## config.mk

```make
export PLATFORM = sky130hd
export DESIGN_NAME = btn_conditioner
export DESIGN_NICKNAME = d
export VERILOG_FILES = /design/src/rtl/btn_conditioner_pkg.sv /design/src/rtl/btn_conditioner_sync_2ff.sv /design/src/rtl/btn_conditioner.sv
export SDC_FILE = /design/constraint.sdc
export NUM_CORES = 1
export LEC_CHECK = 0
export ABC_AREA = 1
export CORE_MARGIN = 1.5
export CORE_UTILIZATION = 44
export DETAILED_ROUTE_END_ITERATION = 8
export MAX_ROUTING_LAYER = met4
export PLACE_DENSITY_LB_ADDON = 0.05
export SLEW_MARGIN = 20
export SYNTH_ARGS = -nofsm -noshare
export SYNTH_HDL_FRONTEND = slang
export SYNTH_SLANG_ARGS = --single-unit
```

## constraint.sdc

```tcl
create_clock -name clk -period 1.8 [get_ports clk]
set_clock_uncertainty 0.15 [all_clocks]
set_input_delay 0.36 -clock clk [delete_from_list [all_inputs] [get_ports clk]]
set_output_delay 0.36 -clock clk [all_outputs]
set_load 0.005 [all_outputs]
```

## src/rtl/btn_conditioner_pkg.sv

```systemverilog
// Shared types and default timing constants for the push-button conditioner
// and its companion switch inputs.
package btn_conditioner_pkg;

  localparam int DEF_DEBOUNCE_CYCLES = 250000;
  localparam int DEF_REPEAT_DELAY    = 25000000;
  localparam int DEF_REPEAT_PERIOD   = 5000000;

  typedef enum logic [1:0] {
    IDLE      = 2'd0,
    PRESS_CHK = 2'd1,
    HELD      = 2'd2,
    REL_CHK   = 2'd3
  } btn_state_e;

endpackage

```

## src/rtl/btn_conditioner_sync_2ff.sv

```systemverilog
// Two-flop synchronizer for asynchronous single-bit inputs (button, mode
// select, equals switch).
module sync_2ff (
  input  logic clk,
  input  logic reset_n,
  input  logic d,
  output logic q
);

  logic meta;

  always_ff @(posedge clk or negedge reset_n) begin
    if (!reset_n) begin
      meta <= 1'b0;
      q    <= 1'b0;
    end else begin
      meta <= d;
      q    <= meta;
    end
  end

endmodule

```

## src/rtl/btn_conditioner.sv

```systemverilog
// Debounced push-button with press/release pulses and hold-to-repeat,
// producing a single increment strobe for the digit-select counter.
module btn_conditioner
  import btn_conditioner_pkg::*;
#(
  parameter int DEBOUNCE_CYCLES = DEF_DEBOUNCE_CYCLES,
  parameter int REPEAT_DELAY    = DEF_REPEAT_DELAY,
  parameter int REPEAT_PERIOD   = DEF_REPEAT_PERIOD
) (
  input  logic clk,
  input  logic reset_n,
  input  logic btn_raw,
  input  logic repeat_en,
  output logic btn_level,
  output logic press_pulse,
  output logic release_pulse,
  output logic repeat_pulse,
  output logic inc_pulse
);

  localparam int DEB_W   = $clog2(DEBOUNCE_CYCLES) + 1;
  localparam int REP_MAX = (REPEAT_DELAY > REPEAT_PERIOD) ? REPEAT_DELAY : REPEAT_PERIOD;
  localparam int REP_W   = $clog2(REP_MAX) + 1;

  localparam logic [DEB_W-1:0] DEB_LAST    = DEB_W'(DEBOUNCE_CYCLES - 1);
  localparam logic [DEB_W-1:0] DEB_ONE     = DEB_W'(1);
  localparam logic [REP_W-1:0] DELAY_LAST  = REP_W'(REPEAT_DELAY - 1);
  localparam logic [REP_W-1:0] PERIOD_LAST = REP_W'(REPEAT_PERIOD - 1);
  localparam logic [REP_W-1:0] REP_ONE     = REP_W'(1);

  btn_state_e       state;
  logic             btn_sync;
  logic [DEB_W-1:0] deb_cnt;
  logic [REP_W-1:0] rep_cnt;
  logic             rep_armed;

  sync_2ff u_sync (
    .clk     (clk),
    .reset_n (reset_n),
    .d       (btn_raw),
    .q       (btn_sync)
  );

  // Debounce FSM: a level change is accepted only after the synchronized
  // input has held the new value for the full debounce window.
  always_ff @(posedge clk or negedge reset_n) begin
    if (!reset_n) begin
      state         <= IDLE;
      deb_cnt       <= '0;
      btn_level     <= 1'b0;
      press_pulse   <= 1'b0;
      release_pulse <= 1'b0;
    end else begin
      press_pulse   <= 1'b0;
      release_pulse <= 1'b0;
      case (state)
        IDLE: begin
          if (btn_sync) begin
            state   <= PRESS_CHK;
            deb_cnt <= '0;
          end
        end
        PRESS_CHK: begin
          if (!btn_sync) begin
            state   <= IDLE;
            deb_cnt <= '0;
          end else if (deb_cnt == DEB_LAST) begin
            state       <= HELD;
            deb_cnt     <= '0;
            btn_level   <= 1'b1;
            press_pulse <= 1'b1;
          end else begin
            deb_cnt <= deb_cnt + DEB_ONE;
          end
        end
        HELD: begin
          if (!btn_sync) begin
            state   <= REL_CHK;
            deb_cnt <= '0;
          end
        end
        REL_CHK: begin
          if (btn_sync) begin
            state   <= HELD;
            deb_cnt <= '0;
          end else if (deb_cnt == DEB_LAST) begin
            state         <= IDLE;
            deb_cnt       <= '0;
            btn_level     <= 1'b0;
            release_pulse <= 1'b1;
          end else begin
            deb_cnt <= deb_cnt + DEB_ONE;
          end
        end
        default: begin
          state   <= IDLE;
          deb_cnt <= '0;
        end
      endcase
    end
  end

  // Auto-repeat: first target is the initial delay, then the period. The
  // count freezes during a release check so a short glitch resumes cleanly.
  always_ff @(posedge clk or negedge reset_n) begin
    if (!reset_n) begin
      rep_cnt      <= '0;
      rep_armed    <= 1'b0;
      repeat_pulse <= 1'b0;
    end else begin
      repeat_pulse <= 1'b0;
      if (!repeat_en || !((state == HELD) || (state == REL_CHK))) begin
        rep_cnt   <= '0;
        rep_armed <= 1'b0;
      end else if ((state == HELD) && btn_sync) begin
        if (rep_cnt == (rep_armed ? PERIOD_LAST : DELAY_LAST)) begin
          repeat_pulse <= 1'b1;
          rep_cnt      <= '0;
          rep_armed    <= 1'b1;
        end else begin
          rep_cnt <= rep_cnt + REP_ONE;
        end
      end
    end
  end

  assign inc_pulse = press_pulse | repeat_pulse;

endmodule
```

==> results.py <==
metrics = {
    "pwr": {
        "sw_frac_of_total_pct": 32.8,
        "p_total_uw": 3060,
        "power_frac_comb_pct": 29.5,
        "switchingPower_uw": 1010,
        "internal_power_uw": 2060,
        "powerDensity_nw_per_um2": 778,
        "seqPwrFrac_pct": 43.7,
        "ir_drop_mv": 0.482,
        "clkPwrFrac_pct": 26.8,
        "leakage_uw": 0.00168,
    },
    "logic_synthesis": {
        "ys_warn_count": 0,
        "syn-num-nets": 462,
        "synth_top_area_share_pct": 41.7,
        "synthAdderAreaFrac_pct": 0.772,
        "synth-compound-area-share_pct": 6.10,
        "synth-simple-area-share_pct": 39.7,
        "yosysTopAreaCell": "dfrtp_1",
        "synth_mux_area_share_pct": 0,
        "synth_area_um2": 3240,
        "synth_area_per_cell_um2": 7.11,
        "synth-seq-cells": 54,
        "ys.flop_type": "dfrtp_1",
        "synthTopCellsByArea": "dfrtp_1 42%, nand2_1 16%, nor2_1 6.9%",
        "async_flop_share_pct": 100,
        "synth_most_common_cell": "nand2_1",
        "synth_top_family_by_area": "simple AND/OR/NAND/NOR gates",
        "synth_cell_types": 33,
        "synth_common_cells": "139 x nand2_1, 60 x nor2_1, 54 x dfrtp_1",
        "synth-xor-area-share_pct": 4.05,
        "yosysSeqAreaShare_pct": 41.7,
        "syn_inst": 456,
        "synth_edf_count": 0,
    },
    "detailed_routing": {
        "drt-total-wl_um": 7600,
        "drc": 0,
        "num_vias": 2986,
        "wire_per_inst_um": 12.5,
        "drt_pass1_iterations": 5,
        "viasPerCell": 4.90,
        "ant_nets": 0,
        "drt_iter0_drc": 177,
    },
    "worst_setup_path": {
        "path_cells": "or2_2 -> dlygate4sd2_1",
        "startpoint_type": "register",
        "setup.worst_path.class": "register to primary output",
        "arrival_ns": 1.23,
        "regToRegEndpoint": "rep_cnt[16]",
        "cp-end-kind": "primary output",
        "ff2ff_setup_slack_ns": 0.09,
        "crit_path_max_fanout": 2,
        "cpMaxStageDelayCell": "dfrtp_1",
        "ff2ff_path_depth": 11,
        "slowest_delay_ns": 0.38,
        "required_ns": 1.29,
        "r2r_start": "rep_cnt[1]",
    },
    "cts": {
        "clkLatencyLatePin_ns": 0.31,
        "htreeDepth": 2,
        "clkTransAtPathRegs_ns": 0.10,
        "cts_made_buffers": 5,
        "clockRootBuffer": "clkbuf_8",
        "cts_tree": "built",
        "max-clock-path-buffers": 2,
        "clock_sinks": 54,
    },
    "die": {
        "die_h_um": 88.8,
        "core_region_area_um2": 7180,
        "dieArea_um2": 7890,
        "ios": 9,
        "placementRows": 31,
        "die_x_um": 88.8,
        "initial_core_util_pct": 45.2,
    },
    "timing": {
        "min_period_ns": 1.74,
        "final.setup.tns_ns": 0,
        "slew_headroom_pct": 75.1,
        "fmax_ghz": 0.576,
        "grt_setup_unrepaired": "true",
        "layout_worst_path_cycle_share_pct": 96.4,
        "setup_viol": 0,
        "setup_ws_ns": 0.0647,
        "slew_violations": 0,
        "tightest_slew_ns": 0.373,
        "finalHoldViolations": 0,
    },
    "layout": {
        "fin_area_um2": 3940,
        "drive_gt1_share_pct": 18.8,
        "nets": 516,
        "area_growth_pct": 21.5,
        "n_antenna_cell": 0,
    },
    "flow_run": {
        "cap_violations": 0,
    },
    "placement": {
        "io_buffer_count": 8,
        "placed_area_um2": 3660,
        "detailedPlacementHpwl_um": 5730,
        "place_ws_ns": -0.143,
        "gp_congestion": 0.892,
    },
    "run_status": {
        "outcome": "finished clean",
    },
    "grt": {
        "overflow": 0,
        "grt_pass1_vias": 2616,
        "grt_pass1_wl_um": 12700,
        "antenna_found_initial": 0,
        "grt_max_degree": 41,
        "grt_usage_pct": 21.2,
    },
    "min_path": {
        "min-delay-start": "u_sync.meta",
        "hp-class": "register to register",
        "min_path_cells": 0,
        "min_to": "u_sync.q",
    },
}
==> flip-flops by register name (all words and copies together), names as in the netlist, named ones only <==
signal / count
release_pulse: 1
rep_armed: 1
press_pulse: 1
rep_cnt: 26
btn_level: 1
deb_cnt: 19
u_sync.q: 1
repeat_pulse: 1
state: 1
u_sync.meta: 1
==> per-layer routing <==
layer	global-route usage, %	wire (um)	vias to the layer above
li1	-	-	1560
met1	33.2	4210	1377
met2	28.6	3130	43
met3	3.17	215	6
met4	4.12	44	0
met5	-	0	-
==> power by group through the flow <==
stage                     Sequential (uW)  Combinational, uW  Clock [uW]
after floorplan                      1350                499           0
after global placement               1350                826           0
after detailed placement             1350                826           0
after CTS                            1330                843         849
after global routing                 1350                996         910
final                                1340                904         821
==> critical path: cells and delay by family, from the launching register on <==
family	cells	cell delay [ns]
buffers and inverters	1	0.26
DFF	1	0.38
and+or+nand+nor	1	0.28
==> cell families after synthesis <==
kind of cell | Yosys count
DFF | 54
adders and majority gates | 2
and+or+nand+nor | 290
buffers and inverters | 58
xor gates and xnor gates | 15
AOI/OAI and AO/OA | 37
==> how the worst max path moves through the flow <==
stage / end / from
floorplan: rep_cnt[3] / rep_cnt[0]
global placement: rep_cnt[14] / repeat_en
detailed placement: rep_cnt[11] / repeat_en
CTS: inc_pulse / repeat_pulse
global route: deb_cnt[16] / deb_cnt[0]
finish: inc_pulse / repeat_pulse
==> repair_timing <==
action | 4_1_cts | 5_1_grt
hold endpoints to repair | 14 | 0
pin swaps | 0 | 8
gates resized for setup | 2 | 22
setup endpoints to repair | 2 | 30
setup buffers | 0 | 10
hold buffers | 1 | 0
==> cell usage in the layout (no fill, tap or decap), types with 2 or more instances in the layout <==
| cell type | synthesis | layout |
|---|---|---|
| nand2_1 | 139 | 138 |
| dfrtp_1 | 54 | 53 |
| nor2_1 | 60 | 51 |
| inv_1 | 49 | 48 |
| buf_4 | 0 | 40 |
| nand3_1 | 40 | 38 |
| o21ai_0 | 23 | 22 |
| nor2_2 | 14 | 20 |
| xor2_1 | 13 | 13 |
| nand4_1 | 12 | 12 |
| nor3_1 | 10 | 10 |
| clkdlybuf4s50_1 | 0 | 6 |
| inv_2 | 4 | 5 |
| a21oi_1 | 5 | 5 |
| o22ai_1 | 5 | 5 |
| clkbuf_8 | 0 | 5 |
| nand3_2 | 2 | 4 |
| nor2_4 | 1 | 4 |
| o21ai_1 | 2 | 3 |
| nand2_4 | 3 | 3 |
| nand3b_1 | 2 | 2 |
| nand2_2 | 1 | 2 |
| xnor2_1 | 2 | 2 |
| buf_12 | 1 | 2 |
==> metrics by stage <==
step	hold WS [ns]	instances	utilization, %
floorplan	-0.0856	456	-
global placement	0.143	591	51.1
detailed placement	0.149	591	51.1
CTS	0.220	600	52.8
global route	0.230	610	54.9
finish	0.216	610	54.9
==> area by class of cell <==
class,count,area (um^2)
fillers,696,3240
multi-input cells,344,1720
flip-flops and latches,54,1350
repair buffers,51,424
inverters,54,208
well taps,99,124
clock buffers,6,72.6
clock inverters,2,37.5
(Power assumes the default switching activity.)
